===== config.mk =====
export PLATFORM = sky130hd
export DESIGN_NAME = m_transmit_flat
export DESIGN_NICKNAME = d
export VERILOG_FILES = /design/src/rtl/m_transmit_if.sv /design/src/rtl/m_transmit.sv /design/src/flat_wrapper.sv
export SDC_FILE = /design/constraint.sdc
export NUM_CORES = 1
export LEC_CHECK = 0
export BUFFER_PORTS_ARGS = -buffer_cell sky130_fd_sc_hd__buf_2
export CELL_PAD_IN_SITES_DETAIL_PLACEMENT = 1
export CELL_PAD_IN_SITES_GLOBAL_PLACEMENT = 2
export CORE_MARGIN = 1.5
export CORE_UTILIZATION = 30
export CTS_CLUSTER_DIAMETER = 80
export DETAILED_ROUTE_END_ITERATION = 16
export PLACE_DENSITY_LB_ADDON = 0.1
export SLEW_MARGIN = 20
export SYNTH_ARGS = -nofsm -noshare
export SYNTH_HDL_FRONTEND = slang
export SYNTH_SLANG_ARGS = --single-unit

===== constraint.sdc =====
create_clock -name i_Clk -period 2.31 [get_ports i_Clk]
set_clock_uncertainty 0.05 [all_clocks]
set_input_delay 0.1155 -clock i_Clk [delete_from_list [all_inputs] [get_ports i_Clk]]
set_output_delay 0.1155 -clock i_Clk [all_outputs]
set_load 0.01 [all_outputs]

===== src/rtl/m_transmit_if.sv =====
// ============================================================================
// m_transmit_if : GMII-side inputs and code-group outputs of the PCS transmit block
// Rev 1.0
// ============================================================================
`timescale 1ns/1ps
`default_nettype none

interface m_transmit_if;
  logic [7:0]  i8_TxD;
  logic        i_TxEN;
  logic        i_TxER;
  logic [2:0]  i3_Xmit;
  logic [15:0] i16_TxConfigReg;
  logic        i_TxDisparity;
  logic [7:0]  o8_TxCodeGroup;
  logic        o_TxCodeCtrl;
  logic        o_TxEven;
  logic        o_Transmitting;

  modport slave (
    input  i8_TxD, i_TxEN, i_TxER, i3_Xmit, i16_TxConfigReg, i_TxDisparity,
    output o8_TxCodeGroup, o_TxCodeCtrl, o_TxEven, o_Transmitting
  );

  modport master (
    output i8_TxD, i_TxEN, i_TxER, i3_Xmit, i16_TxConfigReg, i_TxDisparity,
    input  o8_TxCodeGroup, o_TxCodeCtrl, o_TxEven, o_Transmitting
  );
endinterface

`default_nettype wire


===== src/rtl/m_transmit.sv =====
// ============================================================================
// m_transmit : PCS transmit ordered-set generator (config, idle, packet, EPD)
// Rev 1.0
// ============================================================================
`timescale 1ns/1ps
`default_nettype none

module m_transmit (
  input  logic        i_Clk,
  input  logic        i_ARst_L,
  m_transmit_if.slave bus
);

  localparam logic [2:0] c_XMIT_CONFIG = 3'b001;
  localparam logic [2:0] c_XMIT_IDLE   = 3'b010;
  localparam logic [2:0] c_XMIT_DATA   = 3'b100;

  localparam logic [7:0] c_K28_5 = 8'hBC;
  localparam logic [7:0] c_D21_5 = 8'hB5;
  localparam logic [7:0] c_D2_2  = 8'h42;
  localparam logic [7:0] c_D5_6  = 8'hC5;
  localparam logic [7:0] c_D16_2 = 8'h50;
  localparam logic [7:0] c_SPD   = 8'hFB;
  localparam logic [7:0] c_EPD_T = 8'hFD;
  localparam logic [7:0] c_EPD_R = 8'hF7;
  localparam logic [7:0] c_ERR_V = 8'hFE;
  localparam logic [7:0] c_EXT   = 8'h0F;

  typedef enum logic [3:0] {
    ST_SET    = 4'd0,  // next slot is a set boundary, packet start allowed
    ST_SET_NS = 4'd1,  // set boundary where a packet may not start
    ST_IDLE_D = 4'd2,
    ST_CFG1   = 4'd3,
    ST_CFG2   = 4'd4,
    ST_CFG3   = 4'd5,
    ST_PKT    = 4'd6,
    ST_T_R    = 4'd7,
    ST_EXT_R  = 4'd8,
    ST_EXT_V  = 4'd9
  } state_e;

  state_e      state_q, state_d;
  logic        even_q;
  logic [7:0]  code_q, code_d;
  logic        ctrl_q, ctrl_d;
  logic        trans_q, trans_d;
  logic [15:0] cfg_q, cfg_d;
  logic        c2_q, c2_d;
  logic        disp_q, disp_d;
  logic        w_boundary;
  logic        w_allow_s;

  always_comb begin
    state_d    = state_q;
    code_d     = c_K28_5;
    ctrl_d     = 1'b1;
    trans_d    = 1'b0;
    cfg_d      = cfg_q;
    c2_d       = c2_q;
    disp_d     = disp_q;
    w_boundary = 1'b0;
    w_allow_s  = 1'b0;

    case (state_q)
      ST_SET: begin
        w_boundary = 1'b1;
        w_allow_s  = 1'b1;
      end
      ST_SET_NS: w_boundary = 1'b1;
      ST_IDLE_D: begin
        code_d  = disp_q ? c_D5_6 : c_D16_2;
        ctrl_d  = 1'b0;
        state_d = ST_SET;
      end
      ST_CFG1: begin
        code_d  = c2_q ? c_D2_2 : c_D21_5;
        ctrl_d  = 1'b0;
        state_d = ST_CFG2;
      end
      ST_CFG2: begin
        code_d  = cfg_q[7:0];
        ctrl_d  = 1'b0;
        state_d = ST_CFG3;
      end
      ST_CFG3: begin
        code_d  = cfg_q[15:8];
        ctrl_d  = 1'b0;
        c2_d    = ~c2_q;
        state_d = ST_SET;
      end
      ST_PKT: begin
        trans_d = 1'b1;
        if (bus.i_TxEN) begin
          code_d = bus.i_TxER ? c_ERR_V : bus.i8_TxD;
          ctrl_d = bus.i_TxER;
        end else begin
          code_d  = c_EPD_T;
          state_d = ST_T_R;
        end
      end
      ST_T_R: begin
        code_d  = c_EPD_R;
        state_d = ST_EXT_R;
      end
      ST_EXT_R, ST_EXT_V: begin
        if (bus.i_TxER) begin
          if ((state_q == ST_EXT_R) && (bus.i8_TxD == c_EXT)) begin
            code_d = c_EPD_R;
          end else begin
            code_d  = c_ERR_V;
            state_d = ST_EXT_V;
          end
        end else if (even_q) begin
          // Last /R/ or /V/ sat in an even slot: pad so the next K28.5 lands even.
          code_d  = c_EPD_R;
          state_d = ST_SET_NS;
        end else begin
          w_boundary = 1'b1;
        end
      end
      default: w_boundary = 1'b1;
    endcase

    if (w_boundary) begin
      if (w_allow_s && (bus.i3_Xmit == c_XMIT_DATA) && bus.i_TxEN) begin
        code_d  = c_SPD;
        trans_d = 1'b1;
        state_d = ST_PKT;
      end else if (bus.i3_Xmit == c_XMIT_CONFIG) begin
        cfg_d   = bus.i16_TxConfigReg;
        state_d = ST_CFG1;
      end else begin
        // IDLE, DATA without a frame, and any unused encoding all send /I/.
        disp_d  = bus.i_TxDisparity;
        state_d = ST_IDLE_D;
      end
    end
  end

  always_ff @(posedge i_Clk) begin
    if (!i_ARst_L) begin
      state_q <= ST_SET_NS;
      even_q  <= 1'b0;
      code_q  <= c_D16_2;
      ctrl_q  <= 1'b0;
      trans_q <= 1'b0;
      cfg_q   <= '0;
      c2_q    <= 1'b0;
      disp_q  <= 1'b0;
    end else begin
      state_q <= state_d;
      even_q  <= ~even_q;
      code_q  <= code_d;
      ctrl_q  <= ctrl_d;
      trans_q <= trans_d;
      cfg_q   <= cfg_d;
      c2_q    <= c2_d;
      disp_q  <= disp_d;
    end
  end

  assign bus.o8_TxCodeGroup = code_q;
  assign bus.o_TxCodeCtrl   = ctrl_q;
  assign bus.o_TxEven       = even_q;
  assign bus.o_Transmitting = trans_q;

  // c_XMIT_IDLE documents the encoding; it needs no explicit decode.
  logic w_unused_idle;
  assign w_unused_idle = ^c_XMIT_IDLE;

endmodule

`default_nettype wire


===== src/flat_wrapper.sv =====
// flat-port wrapper written by rule: the top's interface ports become plain ports
module m_transmit_flat 
  (i_Clk, i_ARst_L, bus_i8_TxD, bus_i_TxEN, bus_i_TxER, bus_i3_Xmit, bus_i16_TxConfigReg, bus_i_TxDisparity, bus_o8_TxCodeGroup, bus_o_TxCodeCtrl, bus_o_TxEven, bus_o_Transmitting);
  m_transmit_if bus_i ();
  input  logic i_Clk;
  input  logic i_ARst_L;
  input wire logic [$bits(bus_i.i8_TxD)-1:0] bus_i8_TxD;
  input wire logic [$bits(bus_i.i_TxEN)-1:0] bus_i_TxEN;
  input wire logic [$bits(bus_i.i_TxER)-1:0] bus_i_TxER;
  input wire logic [$bits(bus_i.i3_Xmit)-1:0] bus_i3_Xmit;
  input wire logic [$bits(bus_i.i16_TxConfigReg)-1:0] bus_i16_TxConfigReg;
  input wire logic [$bits(bus_i.i_TxDisparity)-1:0] bus_i_TxDisparity;
  output wire logic [$bits(bus_i.o8_TxCodeGroup)-1:0] bus_o8_TxCodeGroup;
  output wire logic [$bits(bus_i.o_TxCodeCtrl)-1:0] bus_o_TxCodeCtrl;
  output wire logic [$bits(bus_i.o_TxEven)-1:0] bus_o_TxEven;
  output wire logic [$bits(bus_i.o_Transmitting)-1:0] bus_o_Transmitting;
  assign bus_i.i8_TxD = bus_i8_TxD;
  assign bus_i.i_TxEN = bus_i_TxEN;
  assign bus_i.i_TxER = bus_i_TxER;
  assign bus_i.i3_Xmit = bus_i3_Xmit;
  assign bus_i.i16_TxConfigReg = bus_i16_TxConfigReg;
  assign bus_i.i_TxDisparity = bus_i_TxDisparity;
  assign bus_o8_TxCodeGroup = bus_i.o8_TxCodeGroup;
  assign bus_o_TxCodeCtrl = bus_i.o_TxCodeCtrl;
  assign bus_o_TxEven = bus_i.o_TxEven;
  assign bus_o_Transmitting = bus_i.o_Transmitting;
  m_transmit u_core (.i_Clk(i_Clk), .i_ARst_L(i_ARst_L), .bus(bus_i));
endmodule

# Word-level counts from Yosys, hierarchy flattened
# Cells that the tools add are included.
totals:
  out_inout_bits: 11
  n_memories: 0
  mem_bits_rw: 0
  register_bits: 33
  word_cells: 65
  inputBits: 32
  latchBits: 0
  romBits: 0
op_classes:
  n_mul: 0
  shift: 0
  eq_ne: 14
  reduce_logical: 12
  add_sub_neg: 0
  magnitude_cmp: 0
  n_div: 0
  bitwise_logic: 4
  muxes: 27
op_table:
  columns: ["operator", "count"]
  rows:
  - ["$mux W8", 7]
  - ["$pmux W8 S7", 1]
  - ["$mux W4", 7]
  - ["$pmux W4 S6", 1]
  - ["$eq A4 B3 Y1 const B", 4]
  - ["$eq A4 B2 Y1 const B", 2]
  - ["$eq A4 B4 Y1 const B", 2]
  - ["$eq A8 B4 Y1 const B", 1]
  - ["$mux W1", 8]
  - ["$mux W7", 1]
  - ["$reduce_bool A7 Y1", 1]
  - ["$reduce_and A3 Y1", 2]
  - ["$reduce_or A6 Y1", 1]
  - ["$logic_not A4 Y1", 1]
  - ["$ne A4 B2 Y1 const B", 1]
  - ["$ne A4 B3 Y1 const B", 1]
  - ["$not A1 Y1", 4]
  - ["$pmux W1 S2", 2]
  - ["$reduce_and A4 Y1", 1]
  - ["$reduce_or A2 Y1", 2]
  - ["$reduce_or A4 Y1", 1]
  - ["$eq A3 B1 Y1 const B", 1]
  - ["$eq A3 B3 Y1 const B", 1]
  - ["$logic_and A1 B1 Y1", 3]
  - ["$ne A3 B2 Y1 const B", 1]

# Logic depth before layout (Yosys ltp)
logic_depth:
  depth_word: 7
  ltp_mapped: 7
  mapped_depth_nobuf: 4

# Worst setup path after synthesis
# Ideal clock, no wire load.
synth_timing:
  kind: "register to register"
  startpoint: "register u_core.state_q[0]"
  endpoint: "register u_core.code_q[3], in the netlist u_core.bus.o8_TxCodeGroup[3]"
  setup_slack_ps: 637
  n_path_buf: 0
  period_less_slack_ps: 1673
  setup_time_ps: 122
  path_stages_with_launch: 5
  arrival_time_ps: 1501
  t_required_ps: 2138
  cell_sequence: "dfxtp_1 > or4b_1 > or4_1 > a21o_1 > o311a_1"
synth_via:
  elab_chain_len: 7
  word_cells_on_any_way: 21
  cone_classes: "eq/ne (8); mux (7); reduce/logical (6)"
synth_rtl:
  columns: ["item", "line", "source"]
  rows:
  - ["from (decl)", "m_transmit.sv:42", "state_e state_q, state_d;"]
  - ["from (signal assigned)", "m_transmit.sv:151", "state_q <= state_d;"]
  - ["$eq A4 B4 Y1", "m_transmit.sv:64, m_transmit.sv:107", null]
  - ["$logic_and A1 B1 Y1", "m_transmit.sv:107", "if ((state_q == ST_EXT_R) && (bus.i8_TxD == c_EXT)) begin"]
  - ["$mux W4", "m_transmit.sv:107", null]
  - ["$mux W8", "m_transmit.sv:106", "if (bus.i_TxER) begin"]
  - ["$pmux W8 S7", "m_transmit.sv:64", "case (state_q)"]
  - ["$mux W8", "m_transmit.sv:125", "if (w_allow_s && (bus.i3_Xmit == c_XMIT_DATA) && bus.i_TxEN) begin"]
  - ["$mux W8 (*)", "m_transmit.sv:124", "if (w_boundary) begin"]
  - ["to (signal assigned)", "m_transmit.sv:153", "code_q <= code_d;"]
  - ["to (decl)", "m_transmit.sv:44", "logic [7:0] code_q, code_d;"]
# Mark *: on every way between the ends. The rest lies on a longest branch, timed or not.
# A chain may end at the register's enable or synchronous reset.

# Final worst setup path
layout_timing:
  startpoint: "register u_core.state_q[1]"
  endpoint: "register u_core.cfg_q[9]"
layout_via:
  elab_chain_len: 6
  word_cells_on_any_way: 17
  cone_classes: "eq/ne (8); mux (2); bitwise (1); reduce/logical (6)"
layout_rtl:
  columns: ["item", "line", "source"]
  rows:
  - ["parallel branches: the longest is 5 deep, another holds $reduce_or A6 Y1", null, null]
  - ["$reduce_and A3 Y1 (no source line) (*)", null, null]
  - ["to (signal assigned)", "m_transmit.sv:156", "cfg_q <= cfg_d;"]
  - ["to (decl)", "m_transmit.sv:47", "logic [15:0] cfg_q, cfg_d;"]
# Mark *: on every way between the ends.

==> results.cfg <==
[final_layout]
layout-drive-gt1-share_pct = 25.6
finalInstanceArea_um2 = 1930
multi_input_area_um2 = 830
post-route-util_pct = 38.4
fin_nets = 254
fillerInstances = 626
diodes = 0
syn2layout_area_growth_pct = 24.1
seqCellArea_um2 = 661

[floorplan]
dieArea_um2 = 5640
ios = 43
core_area_um2 = 5040
dieHeight_um = 75.1
die_w_um = 75.1
core.rowCount = 26
initial_core_util_pct = 30.9

[route]
drtPass1Iterations = 4
wl_um = 4710
via_per_inst = 4.85
remaining_drc_errors = 0
drtIter0Drc = 106
wl_per_cell_um = 16.1
vias = 1421
ant_nets = 0

[cts]
htreeDepth = 2
cts_resized = 0
cts_tree = done
clock_latency_ns = 0.28
ctsHoldBuffers = 0
root_buffer = clkbuf_8
cts_buffers = 5
cts.path.max_buffers = 2
postCtsSetupRepairBufs = 0
clkTransAtPathRegs_ns = 0.08
clock_sinks = 33

[placement]
portBuffers = 42
gp_congestion = 0.832
place_hpwl_um = 3510
dpl-instance-area_um2 = 1850
preCtsSetupSlack_ns = 0.396

[setup_path]
critPathBufInv = 1
crit_arrival_ns = 2.05
slowest_stage = or3b_1
path_cells = or3b_1, o211ai_1, buf_4, mux2i_1, nor2_1
slowest_delay_ns = 0.49
cp-end-kind = flip-flop
worstSetupPathType = reg -> reg
cp.required_ns = 2.42
path_delay_family = simple AND/OR/NAND/NOR gates
path_max_fanout = 17
cp-start-kind = flip-flop

[global_routing]
grt_max_degree = 24
grt_pass1_wl_um = 7220
antenna_found_initial = 0
grt_pass1_vias = 1376
grt_overflow_total = 0
track_usage_pct = 17.6

[sta]
grt_setup_unrepaired = no
slew_viol_final = 0
relSlewSlack_pct = 72.3
worst_pin_slew_ns = 0.410
setup_slack_ns = 0.376
period_share_pct = 83.7
min_period_ns = 1.93
fmax_ghz = 0.517
final_hold_viol_count = 0
setup_tns_ns = 0
finalSetupViolCount = 0

[synth]
synth_top_area_share_pct = 42.4
ys_dominant_reg_cell = dfxtp_1
synthTopCellsByArea = dfxtp_1 (42%), mux2i_1 (14%), nor2_1 (7.5%)
netlist.top_cell.by_area = dfxtp_1
synth.most_common_cell = dfxtp_1
yosysUniqueCellTypes = 45
synth_edf_count = 0
ys_async_sr_fraction_pct = 0
synth_seq_area_share_pct = 42.4
yosysWarningCount = 0
ys_ff_latch = 33
avgSynthCellArea_um2 = 8.81
syn_inst = 177
syn_nets = 209
syn_area_um2 = 1560
synth_common_cells = dfxtp_1 (33), nor2_1 (31), mux2i_1 (22)

[status]
status = complete, no violations

[power]
peakVddDrop_v = 0.000323
powerDensity_nw_per_um2 = 726
leakage_nw = 0.912

[flow_run]
maxCapViolations = 0

[hold_path]
hold_path.class = in -> reg
[cell families (layout without fill, tap and decap cells)]
family / after synthesis / in the layout / synth area share (%)
AND/OR/NAND/NOR: 66 / 66 / 20.9
AO/OA/AOI/OAI: 40 / 40 / 17.6
flip-flops: 33 / 33 / 42.4
multiplexers: 22 / 22 / 14.1
buffers and inverters: 15 / 61 / 4.41
XOR/XNOR: 1 / 1 / 0.562
[layer usage]
metal	GRT usage (%)	vias to the layer above	share of wire (%)
met5	0	-	0
met4	5.25	0	1.3
met3	4.15	6	4.1
met2	28.7	32	48
met1	23.2	669	46
li1	-	714	-
[stage by stage]
stage,hold WS (ns),instances,power (W)
final,0.0194,293,0.00140
after global routing,0.0160,293,0.00149
after CTS,0.0130,293,0.00142
after detailed placement,0.306,285,0.000987
after global placement,0.296,285,0.000983
after floorplan,0.208,177,0.000863
[cells in the final DEF (no fill, tap or decap), types with 5 or more instances in the layout]
cell type  count
buf_4          6
dfxtp_1       33
clkbuf_8       5
buf_2         42
nand2b_1       5
a21oi_1        8
mux2i_1       22
nor2_1        31
nand2_1        8
nand3_1        5
o21ai_0        8
[worst register-to-register path: cells and delay by family (launching register included)]
family                 cells  cell delay (ns)
buffers and inverters      1             0.34
AOI/OAI and AO/OA          1             0.21
and+or+nand+nor            2             0.54
muxes                      1             0.25
DFF                        1             0.42
[power by group]
part / internal (W) / leakage, nW / switching, W
registers: 0.000621 / 0.270 / 0.0000385
clock network: 0.000209 / 0.0450 / 0.000222
logic: 0.000136 / 0.597 / 0.000178
total: 0.000966 / 0.912 / 0.000438
[final cells by class]
type,instances,share of cell area (%)
clock buffer,6,3.75
clock inverter,2,0.517
inverter,5,0.970
multi-input combinational,129,42.9
sequential,33,34.2
tap,70,4.53
timing repair buffer,48,13.2
[registers in the layout, summed over array words and instances, names as in the netlist]
register and count:
u_core.bus.o8_TxCodeGroup 8, u_core.bus.o_Transmitting 1, u_core.bus.o_TxCodeCtrl 1, u_core.bus.o_TxEven 1
u_core.c2_q 1, u_core.cfg_q 16, u_core.disp_q 1, u_core.state_q 4
[path summary, 6_finish.rpt]
kind	from	to	slack, ns	cells after the start
max	u_core.state_q[1]$_SDFFE_PN0P_	u_core.cfg_q[9]$_SDFFE_PN0P_	0.38	5
min	bus_i16_TxConfigReg[0]	u_core.cfg_q[0]$_SDFFE_PN0P_	0.02	3
max reg2reg	u_core.state_q[1]$_SDFFE_PN0P_	u_core.cfg_q[9]$_SDFFE_PN0P_	0.38	5
min reg2reg	u_core.bus.o_TxEven$_SDFF_PN0_	u_core.bus.o_TxEven$_SDFF_PN0_	0.43	1
Power figures use the tool's default switching activity.
